**config.mk**
```make
export PLATFORM = sky130hd
export DESIGN_NAME = seq_101_framer
export DESIGN_NICKNAME = d
export VERILOG_FILES = /design/src/rtl/seq_101_framer.sv
export SDC_FILE = /design/constraint.sdc
export NUM_CORES = 1
export LEC_CHECK = 0
export ABC_AREA = 1
export BUFFER_PORTS_ARGS = -buffer_cell sky130_fd_sc_hd__buf_2
export CORE_MARGIN = 5
export CORE_UTILIZATION = 55
export CTS_BUF_LIST = sky130_fd_sc_hd__clkbuf_16
export DETAILED_ROUTE_END_ITERATION = 8
export HOLD_SLACK_MARGIN = 0.06
export PLACE_DENSITY_LB_ADDON = 0.15
export SLEW_MARGIN = 10
export SYNTH_ARGS = -nofsm -noshare
export SYNTH_HDL_FRONTEND = slang
export SYNTH_SLANG_ARGS = --single-unit
```
**constraint.sdc**
```tcl
create_clock -name clk -period 1.8 [get_ports clk]
set_input_delay 0.18 -clock clk [delete_from_list [all_inputs] [get_ports clk]]
set_output_delay 0.18 -clock clk [all_outputs]
set_load 0.02 [all_outputs]
```
**src/rtl/seq_101_framer.sv**
```systemverilog
// -----------------------------------------------------------------------------
// seq_101_framer
//
// Serial transmitter for the "101"-delimited bit stream. A parallel word is
// taken over a valid/ready handshake and sent as: sync 1,0,1, then the payload
// MSB first with zero-stuffing, then GAP idle zeros. Stuffing guarantees that
// "101" only ever appears on the line at a sync.
//
// Parameters:
//   DATA_W  payload width in bits (>= 1)
//   GAP     idle zero cycles after each frame (>= 1)
//
// Ports:
//   clk         clock, rising edge
//   rst         asynchronous reset, active low
//   tx_valid    source has a word on tx_data
//   tx_data     payload word, sampled at the handshake edge
//   tx_ready    framer idle, a word transfers on the next edge if tx_valid=1
//   sout        registered serial line, idles at 0
//   busy        registered, high on every cycle sout carries sync/data/stuff/gap
//   frame_done  registered one-cycle pulse on the first gap cycle
//
// State table (state = what the NEXT edge drives onto sout):
//   state  | meaning
//   IDLE   | line idle; accept a word and drive the first sync bit
//   SYNC   | drive the remaining sync bits 0,1 (sync_cnt selects which)
//   DATA   | drive payload MSB first, or a stuff 0 when history is 1,0
//   GAP    | drive idle zeros; gap_cnt counts down to the last one
// -----------------------------------------------------------------------------
module seq_101_framer #(
  parameter int DATA_W = 8,
  parameter int GAP    = 2
) (
  input  logic              clk,
  input  logic              rst,
  input  logic              tx_valid,
  input  logic [DATA_W-1:0] tx_data,
  output logic              tx_ready,
  output logic              sout,
  output logic              busy,
  output logic              frame_done
);

  localparam int BIT_W = (DATA_W > 1) ? $clog2(DATA_W) : 1;
  localparam int GAP_W = (GAP > 1) ? $clog2(GAP) : 1;

  localparam logic [BIT_W-1:0] BIT_LAST = BIT_W'(DATA_W - 1);
  localparam logic [GAP_W-1:0] GAP_LAST = GAP_W'(GAP - 1);
  localparam logic [BIT_W-1:0] BIT_ONE  = BIT_W'(1);
  localparam logic [GAP_W-1:0] GAP_ONE  = GAP_W'(1);

  typedef enum logic [1:0] {
    S_IDLE = 2'd0,
    S_SYNC = 2'd1,
    S_DATA = 2'd2,
    S_GAP  = 2'd3
  } state_t;

  state_t            state, state_nxt;
  logic [DATA_W-1:0] shreg, shreg_nxt;
  logic [BIT_W-1:0]  bit_cnt, bit_cnt_nxt;
  logic [GAP_W-1:0]  gap_cnt, gap_cnt_nxt;
  logic              sync_cnt, sync_cnt_nxt;
  logic [1:0]        h, h_nxt;
  logic              sout_nxt;
  logic              busy_nxt;
  logic              done_nxt;

  // Handshake is only possible while the next edge is free to start a frame.
  assign tx_ready = (state == S_IDLE);

  always_ff @(posedge clk or negedge rst) begin
    if (!rst) begin
      state      <= S_IDLE;
      shreg      <= '0;
      bit_cnt    <= '0;
      gap_cnt    <= '0;
      sync_cnt   <= 1'b0;
      h          <= 2'b00;
      sout       <= 1'b0;
      busy       <= 1'b0;
      frame_done <= 1'b0;
    end else begin
      state      <= state_nxt;
      shreg      <= shreg_nxt;
      bit_cnt    <= bit_cnt_nxt;
      gap_cnt    <= gap_cnt_nxt;
      sync_cnt   <= sync_cnt_nxt;
      h          <= h_nxt;
      sout       <= sout_nxt;
      busy       <= busy_nxt;
      frame_done <= done_nxt;
    end
  end

  always_comb begin
    state_nxt    = state;
    shreg_nxt    = shreg;
    bit_cnt_nxt  = bit_cnt;
    gap_cnt_nxt  = gap_cnt;
    sync_cnt_nxt = sync_cnt;
    sout_nxt     = 1'b0;
    busy_nxt     = 1'b0;
    done_nxt     = 1'b0;

    case (state)
      S_IDLE: begin
        if (tx_valid) begin
          shreg_nxt    = tx_data;
          bit_cnt_nxt  = BIT_LAST;
          sync_cnt_nxt = 1'b1;
          sout_nxt     = 1'b1;
          busy_nxt     = 1'b1;
          state_nxt    = S_SYNC;
        end
      end

      S_SYNC: begin
        busy_nxt = 1'b1;
        if (sync_cnt) begin
          sout_nxt     = 1'b0;
          sync_cnt_nxt = 1'b0;
        end else begin
          sout_nxt  = 1'b1;
          state_nxt = S_DATA;
        end
      end

      S_DATA: begin
        busy_nxt = 1'b1;
        // Line just carried 1,0: any 1 now would form "101", so insert a 0
        // and keep the pending payload bit for the next cycle.
        if (h == 2'b10) begin
          sout_nxt = 1'b0;
        end else begin
          sout_nxt  = shreg[DATA_W-1];
          shreg_nxt = shreg << 1;
          if (bit_cnt == '0) begin
            gap_cnt_nxt = GAP_LAST;
            state_nxt   = S_GAP;
          end else begin
            bit_cnt_nxt = bit_cnt - BIT_ONE;
          end
        end
      end

      S_GAP: begin
        busy_nxt = 1'b1;
        sout_nxt = 1'b0;
        done_nxt = (gap_cnt == GAP_LAST);
        // Leaving on the edge that drives the last zero lets a queued word
        // start its sync right after exactly GAP zeros.
        if (gap_cnt == '0) begin
          state_nxt = S_IDLE;
        end else begin
          gap_cnt_nxt = gap_cnt - GAP_ONE;
        end
      end

      default: begin
        state_nxt = S_IDLE;
      end
    endcase

    h_nxt = {h[0], sout_nxt};
  end

endmodule

```
==> flow_summary.ini, run 1 <==
[outcome]
status = finished, final reports clean

[timing]
fin_skew_ns = 0.00233
max_slew_margin_pct = 71.9
tns_ns = 0
finalCritPeriodShare_pct = 89.3
drv_slew = 0
rsz0062_at_grt = no
fin_ws_ns = 0.192
setup_viol = 0
fmax_mhz = 622
tightest_slew_ns = 0.421
hold_viol = 0
fin_crit_ns = 1.61

[synth]
syn-instance-count = 119
synthTopCellsByArea = dfrtp_1, nand2_1, ha_1, o21ai_2, inv_1
synth.top_cell.area_share_pct = 44.7
syn_area_um2 = 1060
yosys.area.top_type = dfrtp_1
yosys.area_share.simple_pct = 24.3
syn_avg_cell_area_um2 = 8.95
yosysSeqAreaShare_pct = 44.7
synth_cell_types = 20
synth.area.mux_share_pct = 0
synth_seq_cells = 19
synth_adder_area_share_pct = 8.23
synth_nets = 137
synth-xor-area-share_pct = 0
synth_top_family_by_area = simple AND/OR/NAND/NOR gates
synth-compound-area-share_pct = 14.6
ys_warn_count = 0

[routing]
wl_per_cell_um = 12.6
met2_length_um = 984
viasPerCell = 4.90
dr_wl_met3_um = 77
drtIter0Drc = 15
maxUsedRoutingLayer = met4
postRouteAntennaNets = 0
drt-total-wl_um = 2070
met1_length_um = 944
dr.pass1.iters = 4
vias = 804
drc = 0

[flow_run]
maxCapViolCount = 0

[clocking]
tritoncts = built
clockBufferDepth = 2
clock_sinks = 19
post_cts_buffers = 0
clk_latency_ns = 0.25
h-tree-depth = 1
clk_pin_slew_ns = 0.05
cts-root-buf = clkbuf_16
cts-buffers-inserted = 3

[global_route]
antenna_found_initial = 0
grt_pass1_wl_um = 3590
grt_start_max_net_pins = 20
grt_pass1_vias = 835
overflow = 0
track_usage_pct = 17.8

[worst_setup_path]
worstPathArrival_ns = 1.78
startpoint_type = register
path_class = reg -> reg
crit_path_top_delay_cell = dfrtp_1
worstSetupEndpointType = register
reg2reg_from = state[1]
cp-startpoint = state[1]
max_stage_delay_ns = 0.41
cp_max_fo = 17
path_cells = inv_1, ha_1, nand2_1, nand3_4, nand2_1, o21ai_2
crit_required_ns = 1.97
cpMostUsedCell = nand2_1

[layout]
num_antenna_cells = 0
utilization_pct = 65.0
n_fill_cell = 156
final_nets = 156
regArea_um2 = 475
final_common_cell = nand2_1
layout_common_cells = nand2_1, dfrtp_1, inv_1, buf_2, o21ai_0
syn_to_final_growth_pct = 16.1
drive_gt1_share_pct = 28.5
multi_input_area_um2 = 504

[die]
core_um2 = 1900
die_h_um = 54
die_w_um = 54
start_util_pct = 56.0
dieArea_um2 = 2920
num_rows = 16
ios = 15

[placed_design]
dp_hpwl_um = 1540
post-place-ws_ns = 0.125
port_buffers = 14
gp_congestion = 0.794

[pwr]
p_per_area_nw_per_um2 = 2000
peakVddDrop_mv = 1.09
p_leak_nw = 0.668

[min_path]
worstHoldStart = tx_valid
hold_class = in -> reg
[cells by family (layout without fill, tap and decap cells)]
group,after synthesis,count (layout)
AO/OA/AOI/OAI,23,23
adder cells (fa/ha/maj),7,7
AND/OR/NAND/NOR,53,53
buffers and inverters,17,35
flip-flops,19,19
[flip-flops by register name, summed over array words and instances, names as in the netlist]
| signal | cells |
|---|---|
| bit_cnt | 3 |
| busy | 1 |
| frame_done | 1 |
| gap_cnt | 1 |
| h | 2 |
| shreg | 8 |
| state | 2 |
| sync_cnt | 1 |
[power breakdown]
group          internal [mW]  switching, mW  total [mW]
Clock                  0.295          0.154       0.450
Sequential             0.645          0.127       0.772
Combinational          0.477          0.779        1.26
[critical path: cells and delay by family, from the launching register on]
family / cells / cell delay [ns]
DFF: 1 / 0.41
AOI/OAI and AO/OA: 1 / 0.08
buffers and inverters: 1 / 0.13
adders and majority gates: 1 / 0.30
and+or+nand+nor: 3 / 0.60
[Yosys cell counts]
cell type and count:
a21boi_0 1, a21o_1 1, a21oi_1 2, buf_12 1, buf_6 1, dfrtp_1 19, ha_1 7, inv_1 15
nand2_1 30, nand2_2 3, nand3_1 8, nand3_2 1, nand3_4 1, nor2_1 2, o21ai_0 9, o21ai_2 8
o21bai_1 2, or2_1 1, or2_2 6, or2_4 1
[stage by stage]
step	hold WS, ns	total power, mW	std cells	area [um2]
3_3_place_gp	0.136	1.98	159	1140
3_5_place_dp	0.148	2.03	159	1140
4_1_cts	0.147	2.50	164	1230
2_1_floorplan	-0.116	1.84	119	1060
6_report	0.152	2.48	164	1240
5_1_grt	0.169	2.71	164	1240
[timing repair]
item,in CTS,in global routing
endpoints found under the setup margin,0,1
hold buffers,1,0
resized for setup,0,1
endpoints found under the hold margin,19,0
[final cells by class]
| class | instances | share of cell area (%) |
|---|---|---|
| multi-input cells | 83 | 40.8 |
| well taps | 27 | 2.73 |
| clock inverters | 1 | 0.304 |
| repair buffers | 16 | 7.08 |
| flip-flops and latches | 19 | 38.5 |
| inverters | 15 | 4.55 |
| clock buffers | 3 | 6.07 |
[layer usage]
layer	vias up	GRT usage (%)
li1	414	-
met1	365	21.0
met2	18	29.2
met3	7	4.43
met4	0	9.96
met5	-	0
[worst paths after layout]
| kind | to | slack (ns) | cells after the start |
|---|---|---|---|
| max in group asynchronous | shreg[4] | 1.12 | 2 |
| max | shreg[1] | 0.19 | 6 |
| min reg2reg | h[1] | 0.42 | 0 |
| min in group asynchronous | frame_done | 0.39 | 2 |
| min | busy | 0.15 | 3 |
| max reg2reg | shreg[1] | 0.19 | 6 |
No activity file was read; power rests on OpenSTA's default activity.
==> inputs of run 2 (changes only) <==
==> constraint.sdc (replaced) <==
create_clock -name clk -period 1.8 [get_ports clk]
set_input_delay 0.09 -clock clk [delete_from_list [all_inputs] [get_ports clk]]
set_output_delay 0.09 -clock clk [all_outputs]
set_load 0.02 [all_outputs]
==> flow_summary.ini, run 2 (same netlist as run 1, synthesis figures left out) <==
[timing]
max_slew_margin_pct = 71.9
tns_ns = 0
rsz0062_at_grt = no
fmax_mhz = 622
setup_viol = 0
finalCritPeriodShare_pct = 89.3
drv_slew = 0
tightest_slew_ns = 0.421
fin_skew_ns = 0.00235
fin_crit_ns = 1.61
hold_viol = 0

[placed_design]
dp_hpwl_um = 1540
port_buffers = 14
gp_congestion = 0.794
place_area_um2 = 1140

[clocking]
clk_latency_ns = 0.25
cts-buffers-inserted = 3
cts-root-buf = clkbuf_16
clockBufferDepth = 2
clock_sinks = 19
h-tree-depth = 1
tritoncts = built
clk_pin_slew_ns = 0.05

[min_path]
hold_class = in -> reg
holdPathEnd = shreg[0]
worstHoldStart = tx_data[0]
holdPathStages = 3

[routing]
drt-total-wl_um = 2080
viasPerCell = 4.90
drtIter0Drc = 15
vias = 808
postRouteAntennaNets = 0
drc = 0
wl_per_cell_um = 12.6
dr.pass1.iters = 4

[pwr]
internal_power_mw = 1.42
pwr-share-comb_pct = 50.7
peakVddDrop_mv = 1.10
p_switching_mw = 1.06
p_leak_nw = 0.673
switching_share_pct = 42.8
p_per_area_nw_per_um2 = 1990
clockPowerShare_pct = 18.1
seq_power_share_pct = 31.1

[worst_setup_path]
worstSetupEndpointType = register
reg2reg_from = state[1]
startpoint_type = register
cp_max_fo = 17
reg2reg_depth = 6
r2r_setup_slack_ns = 0.19
crit_required_ns = 1.97
path_class = reg -> reg
r2r-end = shreg[1]
worstPathArrival_ns = 1.78

[die]
start_util_pct = 56.0
dieArea_um2 = 2920
num_rows = 16
core_um2 = 1900
ios = 15
die_h_um = 54
die_w_um = 54

[global_route]
grt_start_max_net_pins = 20
grt_pass1_vias = 837
overflow = 0
antenna_found_initial = 0
track_usage_pct = 18.0
grt_pass1_wl_um = 3620

[layout]
final_common_cell = nand2_1
largest_reg_flops = 8
final_nets = 157
top_regs = shreg (8), bit_cnt (3)
drive_gt1_share_pct = 28.3
layout_common_cells = nand2_1, dfrtp_1, inv_1, buf_2, o21ai_0
syn_to_final_growth_pct = 17.0
num_antenna_cells = 0
regMostFlops = shreg
final_cell_area_um2 = 1250

[outcome]
status = finished, final reports clean

[flow_run]
maxCapViolCount = 0
-- run 2: changes by cell type in the layout (fill, tap and decap cells not counted) --
cell / before / now
dlygate4sd3_1: 1 / 2
-- run 2: power groups by stage --
stage / combinational, mW / sequential [mW] / clock, mW
after floorplan: 1.07 / 0.766 / 0
after detailed placement: 1.25 / 0.774 / 0
after CTS: 1.27 / 0.771 / 0.462
after global routing: 1.43 / 0.795 / 0.480
final: 1.26 / 0.772 / 0.450
after global placement: 1.21 / 0.770 / 0
-- run 2: worst max-delay path by stage --
stage	startpoint	to	slack, ns	cells past startpoint
floorplan	state[0]	shreg[1]	0.30	6
global placement	state[0]	shreg[2]	0.23	6
detailed placement	state[0]	shreg[7]	0.12	6
CTS	state[0]	shreg[1]	0.10	6
global route	state[1]	shreg[1]	0.05	6
finish	state[1]	shreg[1]	0.19	6
-- run 2: critical path, stage by stage (launching register included) --
cell and delay (ns):
dfrtp_1 0.41, inv_1 0.13, ha_1 0.30, nand2_1 0.20, nand3_4 0.28, nand2_1 0.12, o21ai_2 0.08
-- run 2: cell type report --
type | count | area, um2
clock buffers | 3 | 75.1
flip-flops and latches | 19 | 475
fillers | 155 | 656
repair buffers | 17 | 97.6
well taps | 27 | 33.8
multi-input cells | 83 | 504
clock inverters | 1 | 3.75
inverters | 15 | 56.3
-- run 2: metal layers --
metal	share of wire, %	vias up	global-route usage [%]	wire, um
met5	0	-	0	0
met4	3.0	0	9.96	63
met3	3.9	7	4.43	81
met2	47	18	29.4	986
met1	46	367	21.3	946
li1	-	416	-	-
-- run 2: what timing repair did --
| action | CTS | global route |
|---|---|---|
| endpoints found under the hold margin | 20 | 0 |
| gates resized for setup | 0 | 1 |
| setup endpoints to repair | 0 | 1 |
| hold buffers | 2 | 0 |
| buffers inserted | 0 | 0 |
-- run 2: per-stage QoR --
stage / setup WS, ns / power, mW / util (%) / hold WS (ns) / instances
final: 0.193 / 2.48 / 65.5 / 0.101 / 165
after global routing: 0.0474 / 2.71 / 65.5 / 0.102 / 165
after CTS: 0.102 / 2.50 / 65.4 / 0.0983 / 165
after detailed placement: 0.125 / 2.03 / 60.2 / 0.0582 / 159
after global placement: 0.234 / 1.98 / 60.2 / 0.0461 / 159
after floorplan: 0.305 / 1.84 / - / -0.206 / 119
